### config.mk
export PLATFORM = sky130hd
export DESIGN_NAME = pluse_param_loader
export DESIGN_NICKNAME = d
export VERILOG_FILES = /design/src/rtl/pluse_param_loader_pkg.sv /design/src/rtl/pluse_param_buf.sv /design/src/rtl/pluse_param_loader.sv
export SDC_FILE = /design/constraint.sdc
export NUM_CORES = 1
export LEC_CHECK = 0
export ABC_AREA = 1
export CAP_MARGIN = 0
export CORE_UTILIZATION = 50
export CTS_CLUSTER_SIZE = 24
export DETAILED_ROUTE_END_ITERATION = 7
export PLACE_DENSITY_LB_ADDON = 0.25
export SYNTH_ARGS = -nofsm -noshare
export SYNTH_HDL_FRONTEND = slang
export SYNTH_SLANG_ARGS = --single-unit
export TNS_END_PERCENT = 5
### constraint.sdc
create_clock -name clk_sys -period 6.8 [get_ports clk_sys]
set_input_delay 2.04 -clock clk_sys [delete_from_list [all_inputs] [get_ports clk_sys]]
set_output_delay 2.04 -clock clk_sys [all_outputs]
set_load 0.02 [all_outputs]
### src/rtl/pluse_param_loader_pkg.sv
// Shared definitions for the pulse-generator parameter loader.
//   DEPTH_DEF / LOAD_W_DEF / TIMEOUT_DEF : default buffer depth, strobe width, wait limit
//   DATA_W / ENTRY_W                     : parameter word width and stored entry width
//   entry_t                              : one buffer entry, {choice, data}
//   state_e                              : loader FSM states
package pluse_param_loader_pkg;

  localparam int unsigned DEPTH_DEF   = 8;
  localparam int unsigned LOAD_W_DEF  = 2;
  localparam int unsigned TIMEOUT_DEF = 1000000;
  localparam int unsigned DATA_W      = 16;
  localparam int unsigned ENTRY_W     = 17;

  typedef struct packed {
    logic              choice;
    logic [DATA_W-1:0] data;
  } entry_t;

  typedef enum logic [2:0] {
    ST_IDLE,
    ST_SETUP,
    ST_STROBE,
    ST_HOLD,
    ST_START,
    ST_WAIT_INT
  } state_e;

endpackage

### src/rtl/pluse_param_buf.sv
// Parameter word buffer: DEPTH x ENTRY_W register file, no reset on storage.
//   clk_sys : system clock
//   we      : write enable (commits at the clock edge)
//   waddr   : write entry index
//   wdata   : {choice, data} to store
//   raddr   : read entry index
//   rdata   : asynchronous read of entry[raddr]
module pluse_param_buf
  import pluse_param_loader_pkg::*;
#(
  parameter int unsigned DEPTH = DEPTH_DEF,
  localparam int unsigned AW   = $clog2(DEPTH)
) (
  input  logic          clk_sys,
  input  logic          we,
  input  logic [AW-1:0] waddr,
  input  entry_t        wdata,
  input  logic [AW-1:0] raddr,
  output entry_t        rdata
);

  entry_t mem_q [DEPTH];

  always_ff @(posedge clk_sys) begin
    if (we) begin
      mem_q[waddr] <= wdata;
    end
  end

  assign rdata = mem_q[raddr];

endmodule

### src/rtl/pluse_param_loader.sv
// Host-side writer for the pulse generator parameter load interface.
// Buffers up to DEPTH words, serialises them as SETUP / STROBE(LOAD_W) / HOLD
// frames onto plusedatain/pluseload/pluseloadchoice, pulses plusestart, then
// waits for a rising edge of pluseinter (or TIMEOUT cycles).
//   clk_sys, pluserst          : clock, synchronous active-low reset
//   host_we/addr/data/choice   : buffer write port (IDLE only)
//   host_count, host_go        : words per run (clamped to DEPTH), start command
//   host_abort                 : return to IDLE from any active state
//   pluseinter                 : completion flag from the pulse generator
//   plusedatain, pluseload,
//   pluseloadchoice, plusestart: registered pulse generator load interface
//   busy, done, err_timeout,
//   err_wr_busy                : registered status (done/err flags sticky)
module pluse_param_loader
  import pluse_param_loader_pkg::*;
#(
  parameter int unsigned DEPTH   = DEPTH_DEF,
  parameter int unsigned LOAD_W  = LOAD_W_DEF,
  parameter int unsigned TIMEOUT = TIMEOUT_DEF
) (
  input  logic                     clk_sys,
  input  logic                     pluserst,
  input  logic                     host_we,
  input  logic [$clog2(DEPTH)-1:0] host_addr,
  input  logic [DATA_W-1:0]        host_data,
  input  logic                     host_choice,
  input  logic [$clog2(DEPTH):0]   host_count,
  input  logic                     host_go,
  input  logic                     host_abort,
  input  logic                     pluseinter,
  output logic [DATA_W-1:0]        plusedatain,
  output logic                     pluseload,
  output logic                     pluseloadchoice,
  output logic                     plusestart,
  output logic                     busy,
  output logic                     done,
  output logic                     err_timeout,
  output logic                     err_wr_busy
);

  localparam int unsigned AW    = $clog2(DEPTH);
  localparam int unsigned NW    = AW + 1;
  localparam int unsigned CMAX  = (TIMEOUT > LOAD_W) ? TIMEOUT : LOAD_W;
  localparam int unsigned CW    = $clog2(CMAX + 1);
  localparam logic [NW-1:0] DEPTH_N     = NW'(DEPTH);
  localparam logic [CW-1:0] STROBE_LAST = CW'(LOAD_W - 1);
  localparam logic [CW-1:0] WAIT_LAST   = CW'(TIMEOUT - 1);

  state_e        state_q, state_d;
  logic [NW-1:0] idx_q, idx_d;
  logic [NW-1:0] count_q, count_d;
  logic [CW-1:0] cnt_q, cnt_d;
  logic          inter_prev_q, inter_prev_d;
  entry_t        word_q, word_d;
  logic          load_q, load_d;
  logic          start_q, start_d;
  logic          busy_q, busy_d;
  logic          done_q, done_d;
  logic          err_to_q, err_to_d;
  logic          err_wr_q, err_wr_d;

  logic   wr_en;
  logic   go_ok;
  logic   inter_rise;
  entry_t wr_word;
  entry_t buf_rdata;
  entry_t rd_word;

  assign wr_en      = host_we && (state_q == ST_IDLE);
  assign go_ok      = host_go && !host_abort && (state_q == ST_IDLE);
  assign inter_rise = pluseinter && !inter_prev_q;
  assign wr_word    = '{choice: host_choice, data: host_data};

  pluse_param_buf #(
    .DEPTH (DEPTH)
  ) u_buf (
    .clk_sys (clk_sys),
    .we      (wr_en),
    .waddr   (host_addr),
    .wdata   (wr_word),
    .raddr   (idx_d[AW-1:0]),
    .rdata   (buf_rdata)
  );

  // Outputs are registered from the next state, so the word for a SETUP is
  // fetched one cycle early; a write in the go cycle is forwarded so that the
  // first SETUP already sees it.
  assign rd_word = (wr_en && (host_addr == idx_d[AW-1:0])) ? wr_word : buf_rdata;

  always_comb begin
    state_d      = state_q;
    idx_d        = idx_q;
    count_d      = count_q;
    cnt_d        = cnt_q;
    done_d       = done_q;
    err_to_d     = err_to_q;
    err_wr_d     = err_wr_q | (host_we && (state_q != ST_IDLE));
    inter_prev_d = pluseinter;

    if ((state_q != ST_IDLE) && host_abort) begin
      state_d = ST_IDLE;
    end else begin
      unique case (state_q)
        ST_IDLE: begin
          if (go_ok) begin
            count_d  = (host_count > DEPTH_N) ? DEPTH_N : host_count;
            idx_d    = '0;
            done_d   = 1'b0;
            err_to_d = 1'b0;
            err_wr_d = 1'b0;
            state_d  = (host_count == '0) ? ST_START : ST_SETUP;
          end
        end
        ST_SETUP: begin
          cnt_d   = '0;
          state_d = ST_STROBE;
        end
        ST_STROBE: begin
          if (cnt_q == STROBE_LAST) begin
            state_d = ST_HOLD;
          end else begin
            cnt_d = cnt_q + CW'(1);
          end
        end
        ST_HOLD: begin
          idx_d   = idx_q + NW'(1);
          state_d = (idx_d < count_q) ? ST_SETUP : ST_START;
        end
        ST_START: begin
          cnt_d   = '0;
          state_d = ST_WAIT_INT;
        end
        ST_WAIT_INT: begin
          if (inter_rise) begin
            done_d  = 1'b1;
            state_d = ST_IDLE;
          end else if (cnt_q == WAIT_LAST) begin
            err_to_d = 1'b1;
            state_d  = ST_IDLE;
          end else begin
            cnt_d = cnt_q + CW'(1);
          end
        end
        default: state_d = ST_IDLE;
      endcase
    end
  end

  always_comb begin
    load_d  = (state_d == ST_STROBE);
    start_d = (state_d == ST_START);
    busy_d  = (state_d != ST_IDLE);
    unique case (state_d)
      ST_SETUP:          word_d = rd_word;
      ST_STROBE, ST_HOLD: word_d = word_q;
      default:           word_d = '0;
    endcase
  end

  always_ff @(posedge clk_sys) begin
    if (!pluserst) begin
      state_q      <= ST_IDLE;
      idx_q        <= '0;
      count_q      <= '0;
      cnt_q        <= '0;
      inter_prev_q <= 1'b0;
      word_q       <= '0;
      load_q       <= 1'b0;
      start_q      <= 1'b0;
      busy_q       <= 1'b0;
      done_q       <= 1'b0;
      err_to_q     <= 1'b0;
      err_wr_q     <= 1'b0;
    end else begin
      state_q      <= state_d;
      idx_q        <= idx_d;
      count_q      <= count_d;
      cnt_q        <= cnt_d;
      inter_prev_q <= inter_prev_d;
      word_q       <= word_d;
      load_q       <= load_d;
      start_q      <= start_d;
      busy_q       <= busy_d;
      done_q       <= done_d;
      err_to_q     <= err_to_d;
      err_wr_q     <= err_wr_d;
    end
  end

  assign plusedatain     = word_q.data;
  assign pluseloadchoice = word_q.choice;
  assign pluseload       = load_q;
  assign plusestart      = start_q;
  assign busy            = busy_q;
  assign done            = done_q;
  assign err_timeout     = err_to_q;
  assign err_wr_busy     = err_wr_q;

endmodule

==> impl_metrics.py <==
metrics = {
    "outcome": {
        "status": "finished clean",
    },
    "sta": {
        "finalSetupViolations": 0,
        "slew_headroom": 0.254,
        "tightestPinTransition_ns": 1.11,
        "clock-skew-final_ns": 0.00664,
        "setup_tns_ns": 0,
        "fmax_mhz": 218,
        "drv_slew": 0,
        "hold_violations": 0,
        "fin_ws_ns": 2.22,
        "period_minus_slack_ns": 4.58,
        "rsz0062_at_grt": "no",
        "min_period_over_period": 0.673,
    },
    "worst_setup_path": {
        "arrival_ns": 4.87,
        "cp_max_fo": 36,
        "setup.worst_path.start": "host_abort",
        "crit_type": "input port to register",
        "worstSetupEndpointType": "register",
        "crit_path_start_kind": "input port",
        "required_ns": 7.09,
        "reg2reg_from": "state_q[1]$_SDFF_PN0_",
    },
    "global_routing": {
        "antenna_found_initial": 0,
        "grt_pass1_vias": 6209,
        "grt_first_pass_wirelength_um": 32600,
        "grt-ovfl-total": 0,
        "track_usage": 0.240,
        "grt_max_degree": 59,
    },
    "route": {
        "drc": 0,
        "wire_per_inst_um": 16.6,
        "num_vias": 6526,
        "via_per_inst": 5.41,
        "drtPass1Iterations": 6,
        "first_iter_violations": 610,
        "drt_wl_total_um": 20100,
        "postRouteAntennaNets": 0,
    },
    "final_layout": {
        "fin_nets": 1009,
        "num-fill-cells": 1461,
        "syn_to_final_growth_pct": 14.3,
        "stdcell_count": 1206,
        "antenna_cells": 0,
        "drive_gt1_frac": 0.0690,
        "multi_input_area_um2": 2940,
        "seqCellArea_um2": 5180,
    },
    "logic_synthesis": {
        "synthCells": 930,
        "synth_seq_cells": 191,
        "synth_seq_area_share": 0.600,
        "syn_avg_cell_area_um2": 9.30,
        "synth_warnings": 0,
        "synth_top_area_share": 0.472,
        "synth.area.top_cells": "edfxtp_1 (47%), dfxtp_1 (13%), nand2_1 (11%)",
        "ys_types": 37,
        "syn_area_um2": 8650,
        "synth_area_leader_cell": "edfxtp_1",
        "syn_nets": 966,
    },
    "power": {
        "seq_power_share": 0.533,
        "swShare": 0.247,
        "power_frac_clock": 0.387,
        "p_per_area_nw_per_um2": 245,
        "p_switching_mw": 0.597,
        "combPwrFrac": 0.081,
        "p_leak_nw": 3.81,
        "p_int_mw": 1.82,
        "ir_drop_v": 0.000251,
    },
    "placed_design": {
        "pre_cts_slack_ns": 1.79,
        "placed_cells": 1174,
        "port_buffers": 52,
        "hpwl_um": 12100,
        "gp_congestion": 0.891,
    },
    "floorplanning": {
        "core.rowCount": 47,
        "die_x_um": 134,
        "core_um2": 16800,
        "die_h_um": 134,
        "initial_core_util": 0.516,
        "io_pins": 53,
        "dieArea_um2": 17800,
    },
    "clocking": {
        "cts_setup_buffers": 0,
        "cts_buffers": 17,
        "clkTransAtPathRegs_ns": 0.07,
        "cts_root_buf": "clkbuf_16",
        "clkLatencyLatePin_ns": 0.44,
        "cts_tree": "done",
        "htree_levels": 4,
        "cts_resized": 0,
        "clockBufferDepth": 2,
        "cts_sinks": 191,
        "hold_buffers": 0,
    },
    "job": {
        "max-cap-violations": 0,
    },
    "hold_path": {
        "holdCritStartpoint": "pluseloadchoice$_SDFFE_PN0N_",
        "hold_class": "register to register",
    },
}
-- flip-flops by register name (all words and copies together), names as in the netlist --
| signal | cells |
|---|---|
| plusestart | 1 |
| inter_prev_q | 1 |
| pluseload | 1 |
| cnt_q | 20 |
| plusedatain | 16 |
| idx_q | 4 |
| done | 1 |
| state_q | 3 |
| err_wr_busy | 1 |
| busy | 1 |
| err_timeout | 1 |
| pluseloadchoice | 1 |
| u_buf.mem_q | 136 |
| count_q | 4 |
-- worst paths after layout --
kind | cells past startpoint | to | slack, ns
setup / recovery | 11 | plusedatain[1]$_SDFFE_PN0N_ | 2.22
hold / removal | 2 | pluseloadchoice$_SDFFE_PN0N_ | 0.47
setup reg to reg | 10 | plusedatain[1]$_SDFFE_PN0N_ | 3.94
hold reg to reg | 2 | pluseloadchoice$_SDFFE_PN0N_ | 0.47
-- cells in the mapped netlist (all sizes together) --
library cell,n
ha,6
nand2,258
nor4,1
nand3b,2
clkbuf,11
or3,1
nor3b,1
xor2,10
or2,1
o21ai,11
xnor2,3
nand3,184
o32ai,1
nand4,11
clkinv,4
dfxtp,55
a211oi,1
a21oi,42
and3,1
nor2,58
edfxtp,136
inv,86
buf,27
nor3,18
a32o,1
-- metal layers --
metal / wire length, um / up-vias / track usage
met5: 0 / - / 0
met4: 248 / 0 / 0.0606
met3: 1380 / 25 / 0.0552
met2: 9910 / 215 / 0.413
met1: 8530 / 3064 / 0.304
li1: - / 3222 / -
-- power groups by stage --
stage	combinational (mW)	clock [mW]	sequential, mW
3_3_place_gp	0.194	0	1.31
6_report	0.195	0.935	1.29
2_1_floorplan	0.106	0	1.32
3_5_place_dp	0.195	0	1.31
5_1_grt	0.217	0.993	1.29
4_1_cts	0.196	0.941	1.29
-- worst max-delay path: stages --
cell and delay, ns:
clkdlybuf4s50_1 0.46, nor2_1 0.22, nand3_2 0.23, nand3_2 0.13, nand2_2 0.49, inv_2 0.75
nand3_1 0.17, nand3_1 0.10, nand3_1 0.12, nand2_1 0.08, a21oi_1 0.05
-- cells by family after synthesis --
logic type,Yosys count,share of synthesized area
buf+inv,128,0.0612
flops,191,0.600
simple gates,536,0.284
fa+ha+maj,6,0.00868
compound gates,56,0.0337
xor+xnor,13,0.0132
-- cell type report --
| type | count | area share |
|---|---|---|
| clock inverters | 14 | 0.0105 |
| well taps | 220 | 0.0279 |
| inverters | 90 | 0.0342 |
| repair buffers | 62 | 0.0603 |
| flip-flops and latches | 191 | 0.525 |
| multi-input cells | 611 | 0.298 |
| clock buffers | 18 | 0.0444 |
-- stage by stage --
stage	utilization	hold slack [ns]	power [mW]	cell area, um2
final	0.590	0.469	2.42	9880
after detailed placement	0.557	0.459	1.51	9340
after global placement	0.557	0.459	1.51	9340
after floorplan	-	0.439	1.43	8650
after global routing	0.590	0.493	2.50	9880
after CTS	0.590	0.471	2.43	9880
-- cell usage in the layout (no fill, tap or decap), types with 16 or more instances in the layout --
cell type and instances:
a21oi_1 42, clkbuf_16 17, clkdlybuf4s50_1 52, dfxtp_1 55, edfxtp_1 136, inv_1 82, nand2_1 247, nand3_1 179
nor2_1 52, nor3_1 16
Note: power is estimated with default switching activity, not from simulation.
